==> src/rtl/lsu_pkg.sv <==
// ============================================================================
// Module      : lsu_pkg
// Description : Shared funct3 codes, dmem lane modes, FSM state encoding and
//               access-size helpers for the load/store unit.
// Revision    : 1.0 - initial release
// ============================================================================
`default_nettype none

package lsu_pkg;

  // RISC-V load/store funct3 encodings
  localparam logic [2:0] F3_LB  = 3'b000;
  localparam logic [2:0] F3_LH  = 3'b001;
  localparam logic [2:0] F3_LW  = 3'b010;
  localparam logic [2:0] F3_LBU = 3'b100;
  localparam logic [2:0] F3_LHU = 3'b101;

  // dmem lane modes (low two bits of dmem_*_mode)
  localparam logic [1:0] MODE_BYTE = 2'd0;
  localparam logic [1:0] MODE_WORD = 2'd2;

  // Unit sequencing states
  typedef enum logic [2:0] {
    IDLE     = 3'd0,
    ISSUE_LO = 3'd1,
    ISSUE_HI = 3'd2,
    CAPTURE  = 3'd3,
    DONE     = 3'd4
  } lsu_state_t;

  // Byte-sized access (signed or unsigned)
  function automatic logic f3_is_byte(input logic [2:0] f3);
    return (f3 == F3_LB) || (f3 == F3_LBU);
  endfunction

  // Halfword access (signed or unsigned), split into two byte accesses
  function automatic logic f3_is_half(input logic [2:0] f3);
    return (f3 == F3_LH) || (f3 == F3_LHU);
  endfunction

  // Everything else, including the unassigned encodings, is a word access
  function automatic logic f3_is_word(input logic [2:0] f3);
    return !(f3_is_byte(f3) || f3_is_half(f3));
  endfunction

endpackage

`default_nettype wire

==> src/rtl/lsu_load_format.sv <==
// ============================================================================
// Module      : lsu_load_format
// Description : Combinational assembly of load byte lanes and sign/zero
//               extension. For halfwords the low byte comes from an earlier
//               byte access and the high byte from the current read data.
// Revision    : 1.0 - initial release
// ============================================================================
`default_nettype none

module lsu_load_format
  import lsu_pkg::*;
(
  input  logic [2:0]  i_funct3,
  input  logic [31:0] i_rdata,
  input  logic [7:0]  i_lo_byte,
  output logic [31:0] o_data
);

  logic [7:0]  w_byte;
  logic [15:0] w_half;
  logic        w_unsigned;

  // Memory returns a zero-extended lane in [7:0] for byte reads
  assign w_byte     = i_rdata[7:0];
  assign w_half     = {i_rdata[7:0], i_lo_byte};
  assign w_unsigned = i_funct3[2];

  // Pick the lane width from funct3 and extend according to funct3[2]
  always_comb begin
    o_data = i_rdata;
    if (f3_is_byte(i_funct3)) begin
      o_data = w_unsigned ? {24'h0, w_byte} : {{24{w_byte[7]}}, w_byte};
    end else if (f3_is_half(i_funct3)) begin
      o_data = w_unsigned ? {16'h0, w_half} : {{16{w_half[15]}}, w_half};
    end
  end

endmodule

`default_nettype wire

==> src/rtl/load_store_unit.sv <==
// ============================================================================
// Module      : load_store_unit
// Description : CPU-side data-memory initiator. Takes one load/store request
//               at a time, drives the dmem bus (byte and word lanes only, so
//               halfwords become two byte accesses), honours dmem_wait and the
//               one-cycle registered read latency, extends load results and
//               rejects misaligned word accesses without touching memory.
// Revision    : 1.0 - initial release
// ============================================================================
`default_nettype none

module load_store_unit
  import lsu_pkg::*;
#(
  parameter int ADDR_WIDTH = 32
) (
  input  logic                  clk,
  input  logic                  reset_n,
  input  logic                  req_valid,
  output logic                  req_ready,
  input  logic                  req_write,
  input  logic [2:0]            req_funct3,
  input  logic [ADDR_WIDTH-1:0] req_address,
  input  logic [31:0]           req_write_data,
  output logic                  resp_valid,
  output logic [31:0]           resp_read_data,
  output logic                  resp_misaligned,
  output logic [ADDR_WIDTH-1:0] dmem_address,
  output logic                  dmem_enable,
  output logic [31:0]           dmem_write_data,
  output logic                  dmem_write_enable,
  output logic [2:0]            dmem_write_mode,
  output logic                  dmem_read_enable,
  output logic [2:0]            dmem_read_mode,
  input  logic [31:0]           dmem_read_data,
  input  logic                  dmem_wait
);

  lsu_state_t            r_state;
  lsu_state_t            w_state_next;

  logic                  r_write;
  logic [2:0]            r_funct3;
  logic [ADDR_WIDTH-1:0] r_addr;
  logic [31:0]           r_wdata;
  logic [ADDR_WIDTH-1:0] r_dmem_addr;
  logic [7:0]            r_lo_byte;
  logic                  r_lo_done;
  logic [31:0]           r_result;
  logic                  r_misaligned;

  logic                  w_ready;
  logic                  w_issue;
  logic [31:0]           w_lane_data;
  logic [1:0]            w_mode;
  logic                  w_word;
  logic                  w_half;
  logic                  w_req_misaligned;
  logic [31:0]           w_load_result;

  assign w_word = f3_is_word(r_funct3);
  assign w_half = f3_is_half(r_funct3);

  // Word accesses must be naturally aligned; anything else is answered at once
  assign w_req_misaligned = f3_is_word(req_funct3) && (req_address[1:0] != 2'b00);

  // Ready is forced low while reset is held so nothing is accepted in reset
  assign req_ready       = w_ready & reset_n;
  assign resp_read_data  = r_result;
  assign resp_misaligned = r_misaligned;
  assign dmem_address    = r_dmem_addr;

  lsu_load_format u_load_format (
    .i_funct3  (r_funct3),
    .i_rdata   (dmem_read_data),
    .i_lo_byte (r_lo_byte),
    .o_data    (w_load_result)
  );

  // State register
  always_ff @(posedge clk or negedge reset_n) begin
    if (!reset_n) begin
      r_state <= IDLE;
    end else begin
      r_state <= w_state_next;
    end
  end

  // Next-state logic and dmem/response strobes
  always_comb begin
    w_state_next      = r_state;
    w_ready           = 1'b0;
    resp_valid        = 1'b0;
    w_issue           = 1'b0;
    w_lane_data       = 32'h0;
    w_mode            = MODE_BYTE;
    dmem_enable       = 1'b0;
    dmem_write_enable = 1'b0;
    dmem_read_enable  = 1'b0;
    dmem_write_data   = 32'h0;
    dmem_write_mode   = 3'b000;
    dmem_read_mode    = 3'b000;

    case (r_state)
      IDLE: begin
        w_ready = 1'b1;
        if (req_valid) begin
          w_state_next = w_req_misaligned ? DONE : ISSUE_LO;
        end
      end

      ISSUE_LO: begin
        w_issue = 1'b1;
        if (w_word) begin
          w_mode      = MODE_WORD;
          w_lane_data = r_wdata;
        end else begin
          w_lane_data = {24'h0, r_wdata[7:0]};
        end
        if (!dmem_wait) begin
          w_state_next = w_half ? ISSUE_HI : CAPTURE;
        end
      end

      ISSUE_HI: begin
        w_issue     = 1'b1;
        w_lane_data = {24'h0, r_wdata[15:8]};
        if (!dmem_wait) begin
          w_state_next = CAPTURE;
        end
      end

      CAPTURE: begin
        w_state_next = DONE;
      end

      DONE: begin
        resp_valid   = 1'b1;
        w_state_next = IDLE;
      end

      default: begin
        w_state_next = IDLE;
      end
    endcase

    // Only the active strobe's mode/data are non-zero; read mode always asks
    // the memory for a zero-extended lane
    if (w_issue) begin
      dmem_enable       = 1'b1;
      dmem_write_enable = r_write;
      dmem_read_enable  = !r_write;
      if (r_write) begin
        dmem_write_data = w_lane_data;
        dmem_write_mode = {1'b0, w_mode};
      end else begin
        dmem_read_mode  = {1'b1, w_mode};
      end
    end
  end

  // Request latch, bus address, low-byte capture and result registers
  always_ff @(posedge clk or negedge reset_n) begin
    if (!reset_n) begin
      r_write      <= 1'b0;
      r_funct3     <= 3'b000;
      r_addr       <= '0;
      r_wdata      <= 32'h0;
      r_dmem_addr  <= '0;
      r_lo_byte    <= 8'h0;
      r_lo_done    <= 1'b0;
      r_result     <= 32'h0;
      r_misaligned <= 1'b0;
    end else begin
      case (r_state)
        IDLE: begin
          if (req_valid) begin
            r_write      <= req_write;
            r_funct3     <= req_funct3;
            r_addr       <= req_address;
            r_wdata      <= req_write_data;
            r_misaligned <= w_req_misaligned;
            r_result     <= 32'h0;
            r_lo_done    <= 1'b0;
            // A rejected access leaves the bus address untouched
            if (!w_req_misaligned) begin
              r_dmem_addr <= req_address;
            end
          end
        end

        ISSUE_LO: begin
          // Second byte of a halfword may carry into the next word
          if (!dmem_wait && w_half) begin
            r_dmem_addr <= r_addr + ADDR_WIDTH'(1);
          end
        end

        ISSUE_HI: begin
          // Read data from the low-byte issue is only valid on the first
          // ISSUE_HI cycle; later stall cycles must not overwrite it
          if (!r_lo_done) begin
            r_lo_byte <= dmem_read_data[7:0];
            r_lo_done <= 1'b1;
          end
        end

        CAPTURE: begin
          r_result <= r_write ? 32'h0 : w_load_result;
        end

        default: begin
        end
      endcase
    end
  end

endmodule

`default_nettype wire

==> config.mk <==
export PLATFORM = sky130hd
export DESIGN_NAME = load_store_unit
export DESIGN_NICKNAME = d
export VERILOG_FILES = /design/src/rtl/lsu_pkg.sv /design/src/rtl/lsu_load_format.sv /design/src/rtl/load_store_unit.sv
export SDC_FILE = /design/constraint.sdc
export NUM_CORES = 1
export LEC_CHECK = 0
export BUFFER_PORTS_ARGS = -buffer_cell sky130_fd_sc_hd__buf_2
export CAP_MARGIN = 30
export CORE_ASPECT_RATIO = 0.7
export CORE_MARGIN = 2
export CORE_UTILIZATION = 56
export DETAILED_ROUTE_END_ITERATION = 6
export GPL_ROUTABILITY_DRIVEN = 0
export PLACE_DENSITY_LB_ADDON = 0.08
export SYNTH_ARGS = -nofsm -noshare
export SYNTH_HDL_FRONTEND = slang
export SYNTH_SLANG_ARGS = --single-unit
==> constraint.sdc <==
create_clock -name clk -period 3.8 [get_ports clk]
set_clock_uncertainty 0.05 [all_clocks]
set_input_delay 0.57 -clock clk [delete_from_list [all_inputs] [get_ports clk]]
set_output_delay 0.57 -clock clk [all_outputs]
set_load 0.01 [all_outputs]
# ---- Word-level counts from Yosys, hierarchy flattened
# Index checks and enable logic that the tools add are counted.
dict set report op_classes {
  n_addsub 1
  n_mul 0
  n_div 0
  order_cmp 0
  eq_ne 15
  shift 0
  muxes 35
  bitwise 2
  n_reduce_logical 25
}
# cell n
set ops {}
lappend ops {{$mux 32} 12}
lappend ops {{$pmux 32 s2} 3}
lappend ops {{$add 32x1->32 const B} 1}
lappend ops {{$mux 3} 6}
lappend ops {{$eq 3x3->1 const B} 5}
lappend ops {{$pmux 3 s4} 1}
lappend ops {{$ne 2x2->1 const B} 5}
lappend ops {{$eq 3x1->1 const B} 3}
lappend ops {{$logic_not 3->1} 3}
lappend ops {{$mux 1} 8}
lappend ops {{$mux 2} 4}
lappend ops {{$reduce_and 2->1} 4}
lappend ops {{$reduce_bool 2->1} 4}
lappend ops {{$eq 3x2->1 const B} 2}
lappend ops {{$logic_or 1x1->1} 6}
lappend ops {{$reduce_and 4->1} 1}
lappend ops {{$logic_not 1->1} 3}
lappend ops {{$reduce_and 3->1} 1}
lappend ops {{$logic_and 1x1->1} 2}
lappend ops {{$pmux 1 s2} 1}
lappend ops {{$reduce_or 2->1} 1}
lappend ops {{$and 1x1->1} 1}
lappend ops {{$not 1->1} 1}
dict set report totals {
  regBits 145
  latch_bits 0
  mem_bits_rw 0
  rom_bits 0
  input_bits 104
  out_inout_bits 108
  elab_cells 88
  memories 0
}

# ---- Logic depth before layout (Yosys ltp)
dict set report logic_depth {
  word_depth 8
  ltp_mapped 8
  ltp_nobuf 6
}

# ---- Cells and area by module
# A second synthesis with hierarchy kept.
dict set report hier_totals {
  hier_cells 765
  area_unflattened_um2 7069.3
}
# mod n_inst cells_per_inst area_each_um2 seq_area_each_um2
set by_module_without_submodules {}
lappend by_module_without_submodules {load_store_unit 1 705 6637.6 3628.5}
lappend by_module_without_submodules {lsu_load_format 1 60 431.7 0.0}

# ---- Worst setup path before layout
# OpenSTA, ideal clock, no wires.
dict set report synth_path {
  path_kind {reg2out}
  from {reg r_state[2]}
  to {out dmem_write_data[12]}
  arrival_time_ns 1.605
  required_ns 3.180
  path_slack_ns 1.575
  stages_incl_launch_ff 8
  path_buffers 3
  path_cell_list {dfrtp_1 buf_2 nor2_1 and2_1 buf_2 and3_1 clkbuf_1 and2_1}
}
dict set report synth_between {
  elab_chain_cells 4
  word_cells_on_any_way 7
  classes_between {eq/ne (2); mux (4); reduce/logical (1)}
}
# element line_no
set synth_lines {}
lappend synth_lines {{start, declared} load_store_unit.sv:39} ;# lsu_state_t r_state;
lappend synth_lines {{start signal, assigned} load_store_unit.sv:85} ;# r_state <= w_state_next;
lappend synth_lines {{$eq 3x2->1 / $eq 3x1->1 (equally long branches)} load_store_unit.sv:104} ;# case (r_state)
lappend synth_lines {{$pmux 32 s2 / $reduce_or 2->1 (equally long branches)} --}
lappend synth_lines {{$mux 32 / $mux 1 (equally long branches)} {load_store_unit.sv:153, load_store_unit.sv:104}}
lappend synth_lines {{$mux 32 (*)} load_store_unit.sv:149} ;# if (w_issue) begin
lappend synth_lines {{end, declared} load_store_unit.sv:30} ;# output logic [31:0] dmem_write_data,
# Mark *: on every way between the ends. The rest lies on a longest branch, timed or not.

# ---- Final worst setup path
dict set report layout_path {
  from {reg r_state[2]}
  to {out dmem_write_data[31]}
}
# Same word-level chain as after synthesis.

==> results.tsv <==
metric	value	unit
outcome	finished clean	
min_period_over_period	0.811	
slew_violations	0	
synth_common_cells	264 x nand2_1, 145 x dfrtp_1, 63 x o21ai_0	
yosys.area.top_type	dfrtp_1	
critical-path-max-stage-delay	0.67	ns
min_period	3.08	ns
clockBufferDepth	2	
fmax	324	MHz
cts_sinks	145	
crit_fanout	25	
core	11900	um^2
required	3.18	ns
setup_viol	0	
nNetsFinal	1068	
final_util	0.727	
cts_buffers	17	
critPathBufInv	1	
start_util	0.581	
grt_pass1_wl	29.7	mm
grt_usage	0.284	
cp.arrival	2.46	ns
grt_pass1_vias	6032	
synth-async-reset-ratio	1.00	
antenna_found_initial	0	
viasPerCell	5.42	
critPathSlowestCell	and3_1	
drc	0	
worst_slew_pin_slew	0.993	ns
ys.flop_type	dfrtp_1	
h-tree-depth	4	
firstDrtPassIters	5	
rsz0062_at_grt	false	
n_antenna_cell	0	
crit_family	simple AND/OR/NAND/NOR gates	
drive_above_1_share	0.273	
synth_cells	777	
num-fill-cells	946	
cts_tree	yes	
cap_viol_max_count	0	
crit_path_end_kind	output port	
fin_setup_tns	0	ns
path_clk_slew	0.06	ns
p_leak	4.46	nW
relSlewSlack	0.336	
stdcell_count	1133	
synth_area_leaders	dfrtp_1 53%, nand2_1 14%, o21ai_0 4.6%	
avgSynthCellArea	8.86	um^2
vdd_drop_max	0.000568	V
synth.most_common_cell	nand2_1	
crit_chain	nor2_1, and2_1, and3_1, and3_1, buf_2	
synth.ff_latch_count	145	
io_pins	212	
insertion_delay	0.41	ns
ys_warn_count	0	
hold_viol	0	
hold_buffers	0	
totalWireLength	18.2	mm
vias	6140	
post_cts_resized	0	
die-area	13200	um^2
hp-class	input pin to async pin	
cellPowerDensity	830	nW/um^2
syn_area	6880	um^2
dieWidth	136	um
post_cts_buffers	0	
dp_hpwl	12.5	mm
setup.worst_path.class	flop to output port	
synthToLayoutAreaGrowth	25.1	%
crit_path_frequent_cell	and3_1	
wl_per_cell	16.1	um
ys_types	45	
rows	33	
cts_root_buffer	clkbuf_16	
grt_start_max_net_pins	74	
synth.top_cell.area_share	0.527	
synth-edff-count	0	
synth_seq_area_share	0.527	
overflow	0	
dp.cells	1100	
die_h	96.7	um
ant_nets	0	
drt_iter0_markers	472	
numPortBuffers	208	
critPathLaunchType	flop	
[cells in the final DEF, fill, tap and decap left out, types with 4 or more instances in the layout]
master / n
a21o_1: 4
a21oi_1: 27
a22oi_1: 14
and2_1: 27
and3_1: 5
buf_2: 207
buf_4: 9
clkbuf_16: 17
clkinvlp_4: 4
dfrtp_1: 145
inv_1: 5
inv_6: 4
mux2_2: 8
mux2i_1: 12
nand2_1: 264
nand3_1: 24
nand4_1: 7
nor2_1: 24
nor2b_1: 11
nor3_1: 5
nor4_1: 4
o211ai_1: 6
o21ai_0: 63
o21ai_1: 4
o22ai_1: 12
xnor2_1: 7
xor2_1: 20
[metal layers]
metal,vias up,wire [um],GRT usage
li1,2952,-,-
met1,2925,8200,0.398
met2,245,8400,0.434
met3,18,1370,0.0723
met4,0,220,0.0881
met5,-,0,0
[flip-flops by register name, summed over array words and instances, names as in the netlist, 3 cells and up]
name / flops
dmem_address: 32
r_addr: 32
r_funct3: 3
r_lo_byte: 8
r_state: 3
r_wdata: 32
resp_read_data: 32
[through the flow]
stage / setup WS, ns / instance area [um^2] / total power, mW / hold WS [ns]
after global placement: 1.20 / 7970 / 5.25 / 0.399
final: 0.717 / 8610 / 7.15 / 0.0551
after floorplan: 1.58 / 6890 / 4.46 / 0.224
after CTS: 0.718 / 8580 / 7.12 / 0.0938
after global routing: 0.563 / 8610 / 7.63 / 0.104
after detailed placement: 1.10 / 7970 / 5.37 / 0.405
[worst paths after layout]
path / start / end / slack, ns / cells past startpoint
min: reset_n / r_addr[7] / 0.06 / 1
max: r_state[2] / dmem_write_data[31] / 0.72 / 5
max reg2reg: r_funct3[1] / dmem_address[28] / 1.06 / 7
max in group asynchronous: reset_n / r_wdata[10] / 2.61 / 2
min reg2reg: r_wdata[27] / r_wdata[27] / 0.42 / 2
min in group clk: req_write_data[17] / r_wdata[17] / 0.28 / 3
[area by class of cell]
cell class	instances	area (um^2)	area share
multi-input combinational	576	3020	0.350
sequential	145	3630	0.421
clock inverter	13	175	0.0203
inverter	5	18.8	0.00218
clock buffer	19	433	0.0503
timing repair buffer	218	1140	0.133
tap	157	196	0.0228
[cell families (layout without fill, tap and decap cells)]
logic type,Yosys count,after routing,share of synthesized area
and+or+nand+nor,387,387,0.255
DFF,145,145,0.527
xor gates and xnor gates,27,27,0.0344
adders and majority gates,1,1,0.00182
buffers and inverters,58,255,0.0365
other,1,3,0.000545
muxes,20,20,0.0305
AOI/OAI and AO/OA,138,138,0.114
[power breakdown]
| group | internal (mW) | switching, mW |
|---|---|---|
| logic | 1.03 | 1.56 |
| clock network | 1.05 | 0.687 |
| registers | 2.23 | 0.596 |
No activity file was read; power rests on OpenSTA's default activity.
